**src/rtl/pu_rom_pkg.sv**
```systemverilog
// pu_rom_pkg: shared constants and helpers for the instruction-ROM arbiter.
//   ADDR_W_DEF    default ROM byte-address width
//   SZ_B/SZ_H/SZ_W load size encodings (3 is treated as word)
//   state_e       arbiter FSM states
//   REQ_IF/REQ_LS requester ids
//   ls_extract    zero-extending sub-word extraction for LS responses
package pu_rom_pkg;

  localparam int unsigned ADDR_W_DEF = 11;

  localparam logic [1:0] SZ_B = 2'd0;
  localparam logic [1:0] SZ_H = 2'd1;
  localparam logic [1:0] SZ_W = 2'd2;

  localparam logic REQ_IF = 1'b0;
  localparam logic REQ_LS = 1'b1;

  typedef enum logic [1:0] {
    StIdle = 2'd0,
    StWait = 2'd1,
    StResp = 2'd2,
    StErr  = 2'd3
  } state_e;

  // The ROM already returns bytes starting at the requested address, so no shift.
  function automatic logic [31:0] ls_extract(input logic [31:0] d, input logic [1:0] sz);
    case (sz)
      SZ_B:    return {24'b0, d[7:0]};
      SZ_H:    return {16'b0, d[15:0]};
      default: return d;
    endcase
  endfunction

endpackage

```
**src/rtl/pu_rr_arb2.sv**
```systemverilog
// pu_rr_arb2: two-input round-robin arbiter with a one-bit pointer.
//   clk, rst         clock, synchronous active-high reset (pointer -> IF)
//   i_en             grants may only be issued while high
//   i_req_if/i_req_ls request lines
//   o_gnt_if/o_gnt_ls combinational one-hot grant
module pu_rr_arb2
  import pu_rom_pkg::*;
(
  input  logic clk,
  input  logic rst,
  input  logic i_en,
  input  logic i_req_if,
  input  logic i_req_ls,
  output logic o_gnt_if,
  output logic o_gnt_ls
);

  // Names the side that wins when both request together.
  logic r_ptr;

  always_comb begin
    o_gnt_if = 1'b0;
    o_gnt_ls = 1'b0;
    if (i_en) begin
      if (i_req_if && i_req_ls) begin
        o_gnt_if = (r_ptr == REQ_IF);
        o_gnt_ls = (r_ptr == REQ_LS);
      end else begin
        o_gnt_if = i_req_if;
        o_gnt_ls = i_req_ls;
      end
    end
  end

  // Any grant hands priority to the other side, contested or not.
  always_ff @(posedge clk) begin
    if (rst) begin
      r_ptr <= REQ_IF;
    end else if (o_gnt_if) begin
      r_ptr <= REQ_LS;
    end else if (o_gnt_ls) begin
      r_ptr <= REQ_IF;
    end
  end

endmodule

```
**src/rtl/pu_rom_arb.sv**
```systemverilog
// pu_rom_arb: shares the 4-byte-lane instruction ROM between fetch (IF) and
// load constant reads (LS). One access outstanding; grant, ROM read, wait
// ROM_LAT cycles, then a one-cycle rvalid with word or zero-extended sub-word.
// Out-of-range addresses answer with err=1 and data 0 without touching the ROM.
//   clk, rst                       clock, synchronous active-high reset
//   if_req/addr, if_gnt/rvalid/data/err   fetch port
//   ls_req/addr/size, ls_gnt/rvalid/data/err  load port
//   rom_re_out, rom_addr_out, rom_data_in    ROM interface
// Optional: define PU_ROM_ARB_IBUF_EN for a one-entry fetch buffer that lets a
// repeated fetch of the same address skip the ROM (response one cycle after grant).
module pu_rom_arb
  import pu_rom_pkg::*;
#(
  parameter int unsigned ADDR_W  = ADDR_W_DEF,
  parameter int unsigned ROM_LAT = 1
) (
  input  logic              clk,
  input  logic              rst,
  input  logic              if_req_in,
  input  logic [31:0]       if_addr_in,
  output logic              if_gnt_out,
  output logic              if_rvalid_out,
  output logic [31:0]       if_data_out,
  output logic              if_err_out,
  input  logic              ls_req_in,
  input  logic [31:0]       ls_addr_in,
  input  logic [1:0]        ls_size_in,
  output logic              ls_gnt_out,
  output logic              ls_rvalid_out,
  output logic [31:0]       ls_data_out,
  output logic              ls_err_out,
  output logic              rom_re_out,
  output logic [ADDR_W-1:0] rom_addr_out,
  input  logic [31:0]       rom_data_in
);

  state_e      r_state, w_state_nxt;
  logic        r_req;
  logic [1:0]  r_size;
  logic [1:0]  r_cnt;
  logic [31:0] r_if_data, r_ls_data;

  logic        w_en, w_gnt_if, w_gnt_ls, w_gnt;
  logic [31:0] w_addr;
  logic        w_in_range, w_hit, w_rom_re, w_resp, w_sample;

  assign w_en = (r_state == StIdle) && !rst;

  pu_rr_arb2 u_arb (
    .clk      (clk),
    .rst      (rst),
    .i_en     (w_en),
    .i_req_if (if_req_in),
    .i_req_ls (ls_req_in),
    .o_gnt_if (w_gnt_if),
    .o_gnt_ls (w_gnt_ls)
  );

  assign w_gnt      = w_gnt_if | w_gnt_ls;
  assign w_addr     = w_gnt_ls ? ls_addr_in : if_addr_in;
  assign w_in_range = ((w_addr >> ADDR_W) == 32'd0);
  assign w_sample   = (r_state == StWait) && (r_cnt == 2'd0);

`ifdef PU_ROM_ARB_IBUF_EN
  logic              r_buf_vld;
  logic [ADDR_W-1:0] r_buf_tag, r_addr;
  logic [31:0]       r_buf_data;

  // Tag keeps the byte-offset bits so a misaligned fetch never aliases the buffered word.
  assign w_hit = w_gnt_if && r_buf_vld && (if_addr_in == {{(32-ADDR_W){1'b0}}, r_buf_tag});

  always_ff @(posedge clk) begin
    if (rst) begin
      r_buf_vld  <= 1'b0;
      r_buf_tag  <= '0;
      r_addr     <= '0;
      r_buf_data <= '0;
    end else begin
      if (w_gnt) r_addr <= w_addr[ADDR_W-1:0];
      if (w_sample && (r_req == REQ_IF)) begin
        r_buf_vld  <= 1'b1;
        r_buf_tag  <= r_addr;
        r_buf_data <= rom_data_in;
      end
    end
  end
`else
  assign w_hit = 1'b0;
`endif

  // State register
  always_ff @(posedge clk) begin
    if (rst) r_state <= StIdle;
    else     r_state <= w_state_nxt;
  end

  // Next-state logic
  always_comb begin
    w_state_nxt = r_state;
    case (r_state)
      StIdle: begin
        if (w_gnt) begin
          if (!w_in_range) w_state_nxt = StErr;
          else if (w_hit)  w_state_nxt = StResp;
          else             w_state_nxt = StWait;
        end
      end
      StWait:  if (r_cnt == 2'd0) w_state_nxt = StResp;
      default: w_state_nxt = StIdle;
    endcase
  end

  // Capture and response data
  always_ff @(posedge clk) begin
    if (rst) begin
      r_req     <= REQ_IF;
      r_size    <= SZ_B;
      r_cnt     <= 2'd0;
      r_if_data <= '0;
      r_ls_data <= '0;
    end else begin
      if (w_gnt) begin
        r_req  <= w_gnt_ls;
        r_size <= ls_size_in;
        r_cnt  <= 2'(ROM_LAT - 1);
        if (!w_in_range) begin
          if (w_gnt_ls) r_ls_data <= '0;
          else          r_if_data <= '0;
        end
`ifdef PU_ROM_ARB_IBUF_EN
        if (w_hit && w_in_range) r_if_data <= r_buf_data;
`endif
      end else if (w_sample) begin
        if (r_req == REQ_LS) r_ls_data <= ls_extract(rom_data_in, r_size);
        else                 r_if_data <= rom_data_in;
      end else if (r_state == StWait) begin
        r_cnt <= r_cnt - 2'd1;
      end
    end
  end

  assign w_rom_re = w_gnt && w_in_range && !w_hit;
  assign w_resp   = !rst && ((r_state == StResp) || (r_state == StErr));

  // Outputs
  always_comb begin
    if_gnt_out    = w_gnt_if;
    ls_gnt_out    = w_gnt_ls;
    rom_re_out    = w_rom_re;
    rom_addr_out  = w_rom_re ? w_addr[ADDR_W-1:0] : '0;
    if_rvalid_out = w_resp && (r_req == REQ_IF);
    ls_rvalid_out = w_resp && (r_req == REQ_LS);
    if_err_out    = if_rvalid_out && (r_state == StErr);
    ls_err_out    = ls_rvalid_out && (r_state == StErr);
    if_data_out   = rst ? 32'd0 : r_if_data;
    ls_data_out   = rst ? 32'd0 : r_ls_data;
  end

endmodule
```
**config.mk**
```make
export PLATFORM = sky130hd
export DESIGN_NAME = pu_rom_arb
export DESIGN_NICKNAME = d
export VERILOG_FILES = /design/src/rtl/pu_rom_pkg.sv /design/src/rtl/pu_rr_arb2.sv /design/src/rtl/pu_rom_arb.sv
export SDC_FILE = /design/constraint.sdc
export NUM_CORES = 1
export LEC_CHECK = 0
export BUFFER_PORTS_ARGS = -buffer_cell sky130_fd_sc_hd__buf_2
export CAP_MARGIN = 0
export CORE_MARGIN = 2
export CORE_UTILIZATION = 46
export CTS_CLUSTER_DIAMETER = 40
export DETAILED_ROUTE_END_ITERATION = 12
export PLACE_DENSITY_LB_ADDON = 0.05
export SKIP_LAST_GASP = 1
export SYNTH_ARGS = -nofsm -noshare
export SYNTH_HDL_FRONTEND = slang
export SYNTH_SLANG_ARGS = --single-unit
```
**constraint.sdc**
```tcl
create_clock -name clk -period 2.4 [get_ports clk]
set_input_delay 0.48 -clock clk [delete_from_list [all_inputs] [get_ports clk]]
set_output_delay 0.48 -clock clk [all_outputs]
set_load 0.005 [all_outputs]
```
==> metrics.csv <==
metric,value,unit
outcome,finished clean,
arrival,1810,ps
fin_setup_tns,0,ps
ys.flop_type,dfxtp_1,
cpMostUsedCell,buf_2,
fin_crit_sh,95.4,%
power.density,545,mW/mm²
fin_area,0.00490,mm²
cpPeakStageDelay,290,ps
postSynthNetCount,537,
port_buffers,183,
grt_pass1_wl,16.0,mm
htreeDepth,3,
drive_gt1_share,42.6,%
cts.path.max_buffers,2,
combPwrFrac,17.1,%
rrSetupSlack,470,ps
skew,13.7,ps
cp.required,1920,ps
end_kind,output pin,
seq_area_frac_synth,39.2,%
antenna_found_initial,0,
worst_pin_slew,987,ps
fp-row-count,32,
vias,3617,
hold_path_class,primary input to flop,
antenna_cells,0,
ys_ff_latch,72,
syn_to_final_growth,33.3,%
slew_viol_final,0,
core,0.00773,mm²
wirelength,10.1,mm
synth_top_area_share,39.2,%
ys_warn_count,0,
synth_edf_count,0,
fp.dieW,93.4,µm
start_util,47.6,%
hold_violations,0,
clk_latency,350,ps
io_pins,184,
max-vdd-ir-drop,0.263,mV
max_freq,0.437,GHz
placed_cell_area,0.00466,mm²
power,0.00267,W
antenna_left,0,
firstDrtPassIters,4,
p_seq_share,47.5,%
maxCapViolations,0,
routabilityCongestion,0.810,
post_drt_wl_per_cell,14.0,µm
synthCells,434,
clk_pin_slew,70,ps
drcViolationCount,0,
yosysTopAreaCell,dfxtp_1,
p_switching,0.000749,W
cp-start-kind,primary input,
clkPwrFrac,35.4,%
ctsHoldBuffers,0,
clockRootBuffer,clkbuf_8,
drtIter0Drc,139,
worstPathCellList,buf_2 -> nor4_2 -> nand4_2 -> nor3_4 -> o21ai_1 -> a21oi_1 -> buf_2,
cts_buffers,9,
critPathSlowestCell,nor4_2,
die_h,93.4,µm
intPower,0.00192,W
finalSetupViolCount,0,
netlist_area,0.00368,mm²
grt_pass1_vias,3354,
synth.area.top_cells,"dfxtp_1 (39%), o32ai_2 (8.8%), nand2_1 (7.1%)",
via_per_inst,5.03,
layout.nets,715,
grt_overflow,0,
nFillCells,718,
grt_util_all_layers,23.5,%
place_hpwl,7.34,mm
dieArea,0.00872,mm²
ys_async_sr_fraction,0,%
grt_max_degree,99,
rsz0062_at_grt,no,
period_needed,2290,ps
slew_headroom,34.0,%
cts_tree,yes,
cts.sinks,72,
crit_type,primary input to output pin,
power_leakage,2.22,nW
cp_max_fo,2,
p_sw_share,28.0,%
synth_cell_types,43,
syn-mean-instance-area,8.47,µm²
-- layer usage --
layer | wire length [µm] | GRT usage (%) | vias to the layer above
met4 | 243 | 9.19 | 0
met5 | 0 | 0 | -
met3 | 584 | 4.27 | 18
li1 | - | - | 1829
met1 | 4350 | 29.9 | 1636
met2 | 4910 | 39.3 | 134
-- state kept, by name, summed over array words and instances (netlist names) --
register and flops:
r_size 2, r_ls_data 32, r_cnt 2, r_if_data 32, r_req 1, u_arb.r_ptr 1, r_state 2
-- power groups by stage --
stage / registers (W) / clock network (W) / logic [W]
floorplan: 0.00129 / 0 / 0.000282
global placement: 0.00129 / 0 / 0.000447
detailed placement: 0.00130 / 0 / 0.000453
CTS: 0.00127 / 0.000970 / 0.000456
global route: 0.00127 / 0.00103 / 0.000506
finish: 0.00127 / 0.000946 / 0.000457
-- final timing paths --
kind,from,to,cells past startpoint
setup / recovery,ls_addr_in[19],rom_addr_out[0],7
hold / removal,rom_data_in[7],r_if_data[7],3
setup reg to reg,r_state[0],r_if_data[11],6
hold reg to reg,r_size[0],r_size[0],2
-- timing repair --
item / CTS / global route
setup endpoints to repair: 12 / 11
setup buffers: 1 / 2
resized for setup: 0 / 5
pin swaps: 1 / 5
-- cell usage in the layout (no fill, tap or decap), types with 2 or more instances in the layout --
master / instances
nor2b_1: 42
dfxtp_1: 70
clkbuf_8: 9
o32ai_2: 20
nor3_1: 11
o21ai_0: 4
o21ai_1: 8
and2_1: 3
a31o_2: 8
nand3_4: 2
dfxtp_2: 2
o32ai_1: 5
nor3_4: 3
nor4_1: 3
o22ai_1: 24
buf_4: 16
inv_1: 30
nand2b_1: 25
clkinvlp_4: 2
nor4_2: 4
nor2_1: 29
a21oi_1: 13
nand3_1: 8
nand2_1: 70
buf_2: 182
-- cells by family after synthesis --
kind of cell	Yosys count	synth area share (%)
xor+xnor	1	0.238
buf+inv	63	8.03
fa+ha+maj	1	0.340
compound gates	88	21.2
simple gates	209	31.0
flops	72	39.2
-- synth_stat cells, types with 2 or more instances --
| cell | instances |
|---|---|
| nand3_4 | 2 |
| nand2_1 | 70 |
| buf_2 | 9 |
| nor4_2 | 3 |
| o32ai_1 | 5 |
| buf_4 | 3 |
| nand3_1 | 8 |
| buf_1 | 2 |
| a31o_2 | 8 |
| nor4_1 | 5 |
| nor3_4 | 3 |
| clkbuf_1 | 14 |
| o22ai_1 | 24 |
| nor2_1 | 29 |
| o21ai_0 | 4 |
| o32ai_2 | 20 |
| nand2b_1 | 25 |
| o21ai_1 | 8 |
| and2_1 | 3 |
| nor2b_1 | 42 |
| dfxtp_1 | 72 |
| a21oi_1 | 13 |
| inv_1 | 30 |
| nor3_1 | 11 |
| buf_6 | 3 |
-- cell type report --
type                            count  area, µm²  share of cell area (%)
Multi-Input combinational cell    299       1960                    40.1
Sequential cell                    72       1440                    29.5
Timing Repair Buffer              199       1050                    21.5
Clock buffer                       10        128                    2.61
Tap cell                          102        128                    2.61
Inverter                           31        119                    2.43
Clock inverter                      6       67.6                    1.38
-- worst max-delay path, delay by kind of cell --
kind                   cells  cell delay (ps)
buffers and inverters      2              280
AOI/OAI and AO/OA          2              360
and+or+nand+nor            3              700
-- metrics by stage --
stage | cells | setup slack, ps | hold WS [ps] | utilization, %
after floorplan | 434 | 266 | 436 | -
after global placement | 700 | 177 | 445 | 60.3
after detailed placement | 700 | 133 | 451 | 60.3
after CTS | 717 | 33.7 | 362 | 62.9
after global routing | 719 | 12.3 | 368 | 63.4
final | 719 | 111 | 376 | 63.4
(Power assumes the default switching activity.)
